--- config.mk ---
export PLATFORM = sky130hd
export DESIGN_NAME = shift_add_mul_ctrl
export DESIGN_NICKNAME = d
export VERILOG_FILES = /design/src/rtl/mul_pkg.sv /design/src/rtl/multi_reg.sv /design/src/rtl/shift_add_mul_ctrl.sv
export SDC_FILE = /design/constraint.sdc
export NUM_CORES = 1
export LEC_CHECK = 0
export CORE_MARGIN = 2
export CORE_UTILIZATION = 53
export DETAILED_ROUTE_END_ITERATION = 6
export GPL_ROUTABILITY_DRIVEN = 0
export GPL_TIMING_DRIVEN = 1
export PLACE_DENSITY_LB_ADDON = 0.25
export SYNTH_ARGS = -nofsm -noshare
export SYNTH_HDL_FRONTEND = slang
export SYNTH_SLANG_ARGS = --single-unit
--- constraint.sdc ---
create_clock -name Clk -period 2.93 [get_ports Clk]
set_input_delay 0.586 -clock Clk [delete_from_list [all_inputs] [get_ports Clk]]
set_output_delay 0.586 -clock Clk [all_outputs]
set_load 0.05 [all_outputs]
--- src/rtl/mul_pkg.sv ---
// +-----------------------------------------------------------------------+
// | mul_pkg : shared types and constants for the shift-add multiply unit  |
// | Revision: 1.0                                                         |
// +-----------------------------------------------------------------------+
`default_nettype none

package mul_pkg;

  typedef enum logic [1:0] {
    IDLE = 2'd0,
    RUN  = 2'd1,
    FIX  = 2'd2,
    DONE = 2'd3
  } mul_state_t;

  localparam logic [1:0] OP_MUL    = 2'b00;
  localparam logic [1:0] OP_MULH   = 2'b01;
  localparam logic [1:0] OP_MULHSU = 2'b10;
  localparam logic [1:0] OP_MULHU  = 2'b11;

  localparam int MUL_ITER = 32;

  // 0x80000000 maps to itself, which is the correct unsigned magnitude.
  function automatic logic [31:0] mag_of(input logic [31:0] v, input logic is_signed);
    return (is_signed && v[31]) ? (~v + 32'd1) : v;
  endfunction

endpackage

`default_nettype wire

--- src/rtl/multi_reg.sv ---
// +-----------------------------------------------------------------------+
// | multi_reg : loadable right-shift register with a zero guard MSB       |
// | Revision: 1.0                                                         |
// +-----------------------------------------------------------------------+
`default_nettype none

module multi_reg #(
  parameter int WIDTH = 33
) (
  input  logic             Clk,
  input  logic             Reset,
  input  logic             Load,
  input  logic [WIDTH-1:0] D,
  input  logic             ShiftR_En,
  input  logic             ShiftR_In,
  output logic [WIDTH-1:0] Q
);

  logic [WIDTH-1:0] r_q;

  // The MSB is a guard bit kept at zero; shifted-in data lands just below it.
  always_ff @(posedge Clk) begin
    if (Reset) begin
      r_q <= '0;
    end else if (Load) begin
      r_q <= D;
    end else if (ShiftR_En) begin
      r_q <= {1'b0, ShiftR_In, r_q[WIDTH-2:1]};
    end
  end

  assign Q = r_q;

endmodule

`default_nettype wire

--- src/rtl/shift_add_mul_ctrl.sv ---
// +-----------------------------------------------------------------------+
// | shift_add_mul_ctrl : multi-cycle RV32M radix-2 shift-add multiplier   |
// | Revision: 1.0                                                         |
// +-----------------------------------------------------------------------+
`default_nettype none

module shift_add_mul_ctrl
  import mul_pkg::*;
(
  input  logic        Clk,
  input  logic        Reset,
  input  logic        Flush,
  input  logic        In_Valid,
  output logic        In_Ready,
  input  logic [1:0]  Op,
  input  logic [31:0] Rs1,
  input  logic [31:0] Rs2,
  output logic        Out_Valid,
  input  logic        Out_Ready,
  output logic [31:0] Out_Result
);

  mul_state_t  r_state, w_state_nxt;
  logic [32:0] r_m;
  logic [4:0]  r_cnt;
  logic        r_neg, r_hi;
  logic [31:0] r_result;

  logic        w_s1, w_s2, w_accept, w_fix_latch, w_sub_rst;
  logic        w_a_load, w_q_load, w_q_shift;
  logic [31:0] w_mag1, w_mag2;
  logic [32:0] w_a, w_q, w_a_d, w_sum;
  logic [63:0] w_prod_raw, w_prod;
  logic        w_unused;

  assign w_s1   = (Op != OP_MULHU);
  assign w_s2   = (Op == OP_MULH);
  assign w_mag1 = mag_of(Rs1, w_s1);
  assign w_mag2 = mag_of(Rs2, w_s2);

  assign w_sum      = w_a + (w_q[0] ? r_m : 33'd0);
  assign w_prod_raw = {w_a[31:0], w_q[31:0]};
  assign w_prod     = r_neg ? (~w_prod_raw + 64'd1) : w_prod_raw;
  assign w_sub_rst  = Reset | Flush;
  assign w_unused   = w_q[32];

  always_comb begin
    w_state_nxt = r_state;
    w_accept    = 1'b0;
    w_a_load    = 1'b0;
    w_a_d       = '0;
    w_q_load    = 1'b0;
    w_q_shift   = 1'b0;
    w_fix_latch = 1'b0;
    case (r_state)
      IDLE: begin
        if (!Flush && In_Valid) begin
          w_accept    = 1'b1;
          w_a_load    = 1'b1;
          w_q_load    = 1'b1;
          w_state_nxt = RUN;
        end
      end
      RUN: begin
        if (Flush) begin
          w_state_nxt = IDLE;
        end else begin
          w_a_load  = 1'b1;
          w_a_d     = {1'b0, w_sum[32:1]};
          w_q_shift = 1'b1;
          if (r_cnt == 5'(MUL_ITER - 1)) w_state_nxt = FIX;
        end
      end
      FIX: begin
        if (Flush) begin
          w_state_nxt = IDLE;
        end else begin
          w_fix_latch = 1'b1;
          w_state_nxt = DONE;
        end
      end
      DONE: begin
        if (Flush || Out_Ready) w_state_nxt = IDLE;
      end
      default: w_state_nxt = IDLE;
    endcase
  end

  always_ff @(posedge Clk) begin
    if (Reset) begin
      r_state  <= IDLE;
      r_m      <= '0;
      r_cnt    <= '0;
      r_neg    <= 1'b0;
      r_hi     <= 1'b0;
      r_result <= '0;
    end else begin
      r_state <= w_state_nxt;
      if (w_accept) begin
        r_m   <= {1'b0, w_mag1};
        r_cnt <= '0;
        r_neg <= (w_s1 & Rs1[31]) ^ (w_s2 & Rs2[31]);
        r_hi  <= (Op != OP_MUL);
      end else if (w_q_shift) begin
        r_cnt <= r_cnt + 5'd1;
      end
      if (w_fix_latch) r_result <= r_hi ? w_prod[63:32] : w_prod[31:0];
    end
  end

  multi_reg #(.WIDTH(33)) u_a_reg (
    .Clk       (Clk),
    .Reset     (w_sub_rst),
    .Load      (w_a_load),
    .D         (w_a_d),
    .ShiftR_En (1'b0),
    .ShiftR_In (1'b0),
    .Q         (w_a)
  );

  multi_reg #(.WIDTH(33)) u_q_reg (
    .Clk       (Clk),
    .Reset     (w_sub_rst),
    .Load      (w_q_load),
    .D         ({1'b0, w_mag2}),
    .ShiftR_En (w_q_shift),
    .ShiftR_In (w_sum[0]),
    .Q         (w_q)
  );

  assign In_Ready   = (r_state == IDLE);
  assign Out_Valid  = (r_state == DONE);
  assign Out_Result = r_result;

endmodule

`default_nettype wire

# Word level (Yosys, flattened, before mapping)
# Index checks and enable logic that the tools add are counted.
# totals
register_bits	138
latchBits	0
ram_bits	0
mem_bits_ro	0
in_bits	71
out_inout_bits	34
elab_cells	60
memories	0
# op_classes
add_sub_neg	5
mul	0
div_mod_pow	0
n_lt_le_gt_ge	0
n_eq_ne	9
shift	0
n_mux	21
bitwise	7
n_reduce_logical	10
# ops
operator	count
32-bit two-way mux	8
32-bit by 1-bit adder with 32-bit output (second input constant)	2
64-bit by 1-bit adder with 64-bit output (second input constant)	1
64-bit two-way mux	1
32-bit inverter	2
64-bit inverter	1
33-bit by 32-bit adder with 33-bit output	1
2-bit two-way mux	5
2-bit case mux with 4 select lines	1
5-bit by 1-bit adder with 5-bit output (second input constant)	1
5-bit equality test (second input constant)	1
1-bit two-way mux	5
2-bit by 1-bit equality test with 1-bit output (second input constant)	2
2-bit equality test (second input constant)	2
2-bit by 1-bit inequality test with 1-bit output (second input constant)	2
2-bit nonzero test	2
1-bit logical AND	3
3-bit inequality test (second input constant)	1
3-bit AND reduction	1
1-bit bitwise AND	2
2-bit zero test	1
2-bit inequality test (second input constant)	1
1-bit case mux with 2 select lines	1
2-bit OR reduction	1
4 further kinds	4

# Depth between registers and ports, before layout
# logic_depth
ltp_word	5
depth_mapped	13
ltp_nobuf	11

# Modules after synthesis
# A second synthesis with hierarchy kept.
# hier_totals
cells_unflattened	1403
hier_area_um2	11061.9
# modules_own_cells
module	instances	cells_each	area_per_inst_um2	seq_area_each_um2
shift_add_mul_ctrl	1	1109	7878.8	1461.4
multi_reg	2	147	1591.5	660.6

# Least setup slack after synthesis
# No wires, ideal clock.
# synth_timing
kind	reg-to-reg
start	reg u_q_reg.r_q[0], in the netlist u_q_reg.Q[0]
end	reg u_a_reg.r_q[27], in the netlist u_a_reg.Q[27]
setup_ps	63
arrival_time_ps	3093
required_time_ps	2867
slack_ps	-226
path_stages_with_launch	14
path_buffers	2
period_less_slack_ps	3156
cell_sequence	dfxtp_1 > clkbuf_1 > clkbuf_1 > and2_1 > ha_1 > inv_1 > fa_1 > nand2b_1 > a21oi_1 > nor2b_1 > o311ai_0 > a2111oi_0 > or4_1 > nand3_1
# synth_between
elab_chain_len	4
# synth_rtl
item	line	rtl
from (decl)	multi_reg.sv:19	logic [WIDTH-1:0] r_q;
from (signal assigned)	multi_reg.sv:28	r_q <= {1'b0, ShiftR_In, r_q[WIDTH-2:1]};
32-bit two-way mux	shift_add_mul_ctrl.sv:41	assign w_sum = w_a + (w_q[0] ? r_m : 33'd0);
33-bit by 32-bit adder with 33-bit output	shift_add_mul_ctrl.sv:41	
32-bit two-way mux	shift_add_mul_ctrl.sv:65	if (Flush) begin
32-bit two-way mux	shift_add_mul_ctrl.sv:55	case (r_state)
to (signal assigned)	multi_reg.sv:28	
to (decl)	multi_reg.sv:19	
# Every way passes these cells.
# A chain may end at the register's enable or synchronous reset.

# Worst setup path in the final report
# layout_timing
start	reg u_a_reg.r_q[0], in the netlist u_a_reg.Q[0]
end	reg r_result[16], in the netlist Out_Result[16]
# layout_between
elab_chain_len	4
# layout_rtl
item	line	rtl
64-bit inverter	shift_add_mul_ctrl.sv:43	assign w_prod = r_neg ? (~w_prod_raw + 64'd1) : w_prod_raw;
64-bit by 1-bit adder with 64-bit output	shift_add_mul_ctrl.sv:43	
64-bit two-way mux	shift_add_mul_ctrl.sv:43	
32-bit two-way mux	shift_add_mul_ctrl.sv:107	if (w_fix_latch) r_result <= r_hi ? w_prod[63:32] : w_prod[31:0];
to (signal assigned)	shift_add_mul_ctrl.sv:107	
to (decl)	shift_add_mul_ctrl.sv:27	logic [31:0] r_result;
# Every way passes these cells.

==> impl_metrics.env <==
export IMPL_clock_path_buffers=2
export IMPL_yosys_warnings=0
export IMPL_top_layer="met4"
export IMPL_drt_wl_total_microns=32100
export IMPL_grt_overflow=0
export IMPL_wl_per_cell_microns=18.3
export IMPL_dpl_hpwl_microns=24200
export IMPL_critPathArrivalTime_ns=3.14
export IMPL_start_util_pct=53.9
export IMPL_drt_iter0_drc=1253
export IMPL_final_cells=1757
export IMPL_antenna_cells=0
export IMPL_synth_seq_cells=137
export IMPL_p_per_area_nw_per_um2=401
export IMPL_tightestPinTransition_ns=1.28
export IMPL_hold_viol_final=0
export IMPL_htreeDepth=4
export IMPL_required_ns=3.24
export IMPL_cts_inserted_buffers=17
export IMPL_vias_per_cell=6.21
export IMPL_synth_edff_count=0
export IMPL_cp_end_kind="flip-flop"
export IMPL_p_total_uw=5100
export IMPL_dp_cells=1725
export IMPL_io_buffers=104
export IMPL_ys_dominant_reg_cell="dfxtp_1"
export IMPL_fin_area_sq_um=12700
export IMPL_area_growth_pct=26.7
export IMPL_clock_latency_ns=0.43
export IMPL_grt_max_degree=73
export IMPL_netlist_area_sq_um=10000
export IMPL_final_nets=1619
export IMPL_crit_fanout=6
export IMPL_synth_cell_types=73
export IMPL_critPathLaunchType="flip-flop"
export IMPL_fp_coreArea_sq_um=18600
export IMPL_drc=2
export IMPL_synth_top_cell_area_share_pct=27.3
export IMPL_min_from="Out_Result[5]"
export IMPL_firstDrtPassIters=7
export IMPL_grt_pass1_wl_microns=51100
export IMPL_syn_nets=1452
export IMPL_netlist_top_cells_count="nand2_1 (159), nor2_1 (147), dfxtp_1 (137), o21ai_0 (91), a21oi_1 (87)"
export IMPL_synthTopCellsByArea="dfxtp_1 (27%), nand2_1 (5.9%), nor2_1 (5.5%), xor2_1 (5.5%), xnor2_1 (5.0%)"
export IMPL_clk_pin_slew_ns=0.06
export IMPL_path_class="flip-flop to flip-flop"
export IMPL_dieArea_sq_um=20100
export IMPL_startpoint="u_a_reg.Q[0]"
export IMPL_slew_violations=0
export IMPL_slew_headroom_pct=14.2
export IMPL_ys_async_sr_fraction_pct=0
export IMPL_r2r_start="u_a_reg.Q[0]"
export IMPL_maxCapViolations=0
export IMPL_antenna_found_initial=0
export IMPL_leakagePower_uw=0.00502
export IMPL_fin_setup_tns_ns=0
export IMPL_wl_met2_microns=13700
export IMPL_violations="DRC"
export IMPL_cts_tree="done"
export IMPL_clock_sinks=137
export IMPL_skew_ns=0.00725
export IMPL_io_pins=105
export IMPL_post_synth_top_area_cell="dfxtp_1"
export IMPL_fmax_ghz=0.353
export IMPL_status="complete, but fails checks"
export IMPL_yosys_cell_count_top_type="nand2_1"
export IMPL_cts_root_buffer="clkbuf_16"
export IMPL_grt_pass1_vias=9912
export IMPL_die_w_microns=142
export IMPL_die_height_microns=142
export IMPL_syn_inst=1343
export IMPL_period_share_pct=96.6
export IMPL_num_vias=10900
export IMPL_row_count=50
export IMPL_ant_nets=0
export IMPL_peakVddDrop_uv=363
export IMPL_place_area_sq_um=12100
export IMPL_grt_util_all_layers_pct=31.7
export IMPL_wl_met3_microns=2960
export IMPL_setup_viol=0
export IMPL_syn_avg_cell_area_sq_um=7.48
export IMPL_drt_met1_wl_microns=14200
export IMPL_hp_class="flip-flop to flip-flop"
export IMPL_final_layout_size_suffix_gt1_share_pct=12.9
export IMPL_period_needed_ns=2.83
export IMPL_ys_seq_area_share_pct=27.3
kinds of logic after synthesis:
family / count (synthesis) / share of synthesized area (%)
simple gates: 544 / 26.9
fa+ha+maj: 38 / 4.81
xor+xnor: 120 / 10.5
compound gates: 389 / 25.6
mux: 8 / 0.809
flops: 137 / 27.3
buf+inv: 107 / 4.08
area by class of cell:
type	count	area, sq um
inverters	24	90.1
flip-flops and latches	137	2740
multi-input cells	1099	6980
fillers	1584	5910
clock buffers	18	439
repair buffers	231	2030
clock inverters	14	163
well taps	234	293
registers in the layout (all words and copies together) (netlist names):
signal and cells:
r_cnt 5, r_m 32, r_hi 1, u_a_reg.Q 32, u_q_reg.Q 32, r_neg 1
r_state 2, Out_Result 32
critical path: stages (launching register included):
cell and delay (ns):
dfxtp_1 0.31, buf_4 0.15, or4_1 0.62, nor3_1 0.48
nand2b_1 0.25, o41ai_1 0.43, xor2_1 0.34, o21ai_0 0.12
path summary, 6_finish.rpt:
path,cells after the start,slack (ns),endpoint
setup / recovery,7,0.10,Out_Result[16]
hold / removal,1,0.45,Out_Result[5]
setup reg to reg,7,0.10,Out_Result[16]
hold reg to reg,1,0.45,Out_Result[5]
stage by stage:
step	hold slack (ns)	worst slack [ns]	utilization (%)
finish	0.451	0.100	68.3
detailed placement	0.443	-0.437	64.7
floorplan	0.417	-0.0597	-
CTS	0.456	0.00128	68.0
global placement	0.434	-0.416	64.7
global route	0.462	-0.00203	68.3
layout by cell type (no fill, tap or decap), types with 6 or more instances in the layout:
master	instances
a31oi_1	18
dfxtp_1	136
nand4_1	13
nand2_1	159
nand2b_1	23
ha_1	37
nor3_1	37
nand3_1	22
and3_1	9
or4_1	14
o211ai_1	9
buf_4	125
a21o_1	10
inv_1	23
nor4_1	16
xor2_1	63
nand3b_1	6
nor2b_1	9
xnor2_1	57
o31ai_1	19
or3_1	19
o41ai_1	11
mux2i_1	7
a22oi_1	26
a211oi_1	31
o221ai_1	10
and2_1	36
a311oi_1	22
clkdlybuf4s50_1	100
nor2_1	145
o21ai_0	89
a21oi_1	83
clkbuf_16	17
where the power goes:
group | switching [uW] | internal (uW) | total (uW)
combinational | 522 | 393 | 916
sequential | 58.2 | 1910 | 1970
clock | 922 | 1300 | 2220
what timing repair did:
item | CTS | global route
pin swaps | 0 | 9
endpoints found under the setup margin | 1 | 14
buffers inserted | 0 | 0
resized for setup | 1 | 17
hold buffers | 0 | 0
per-layer routing:
metal / vias to the layer above / track usage, %
met3: 96 / 6.65
met4: 0 / 13.9
met5: - / 0
met1: 5002 / 44.8
li1: 5261 / -
met2: 553 / 46.6
(Power assumes the default switching activity.)
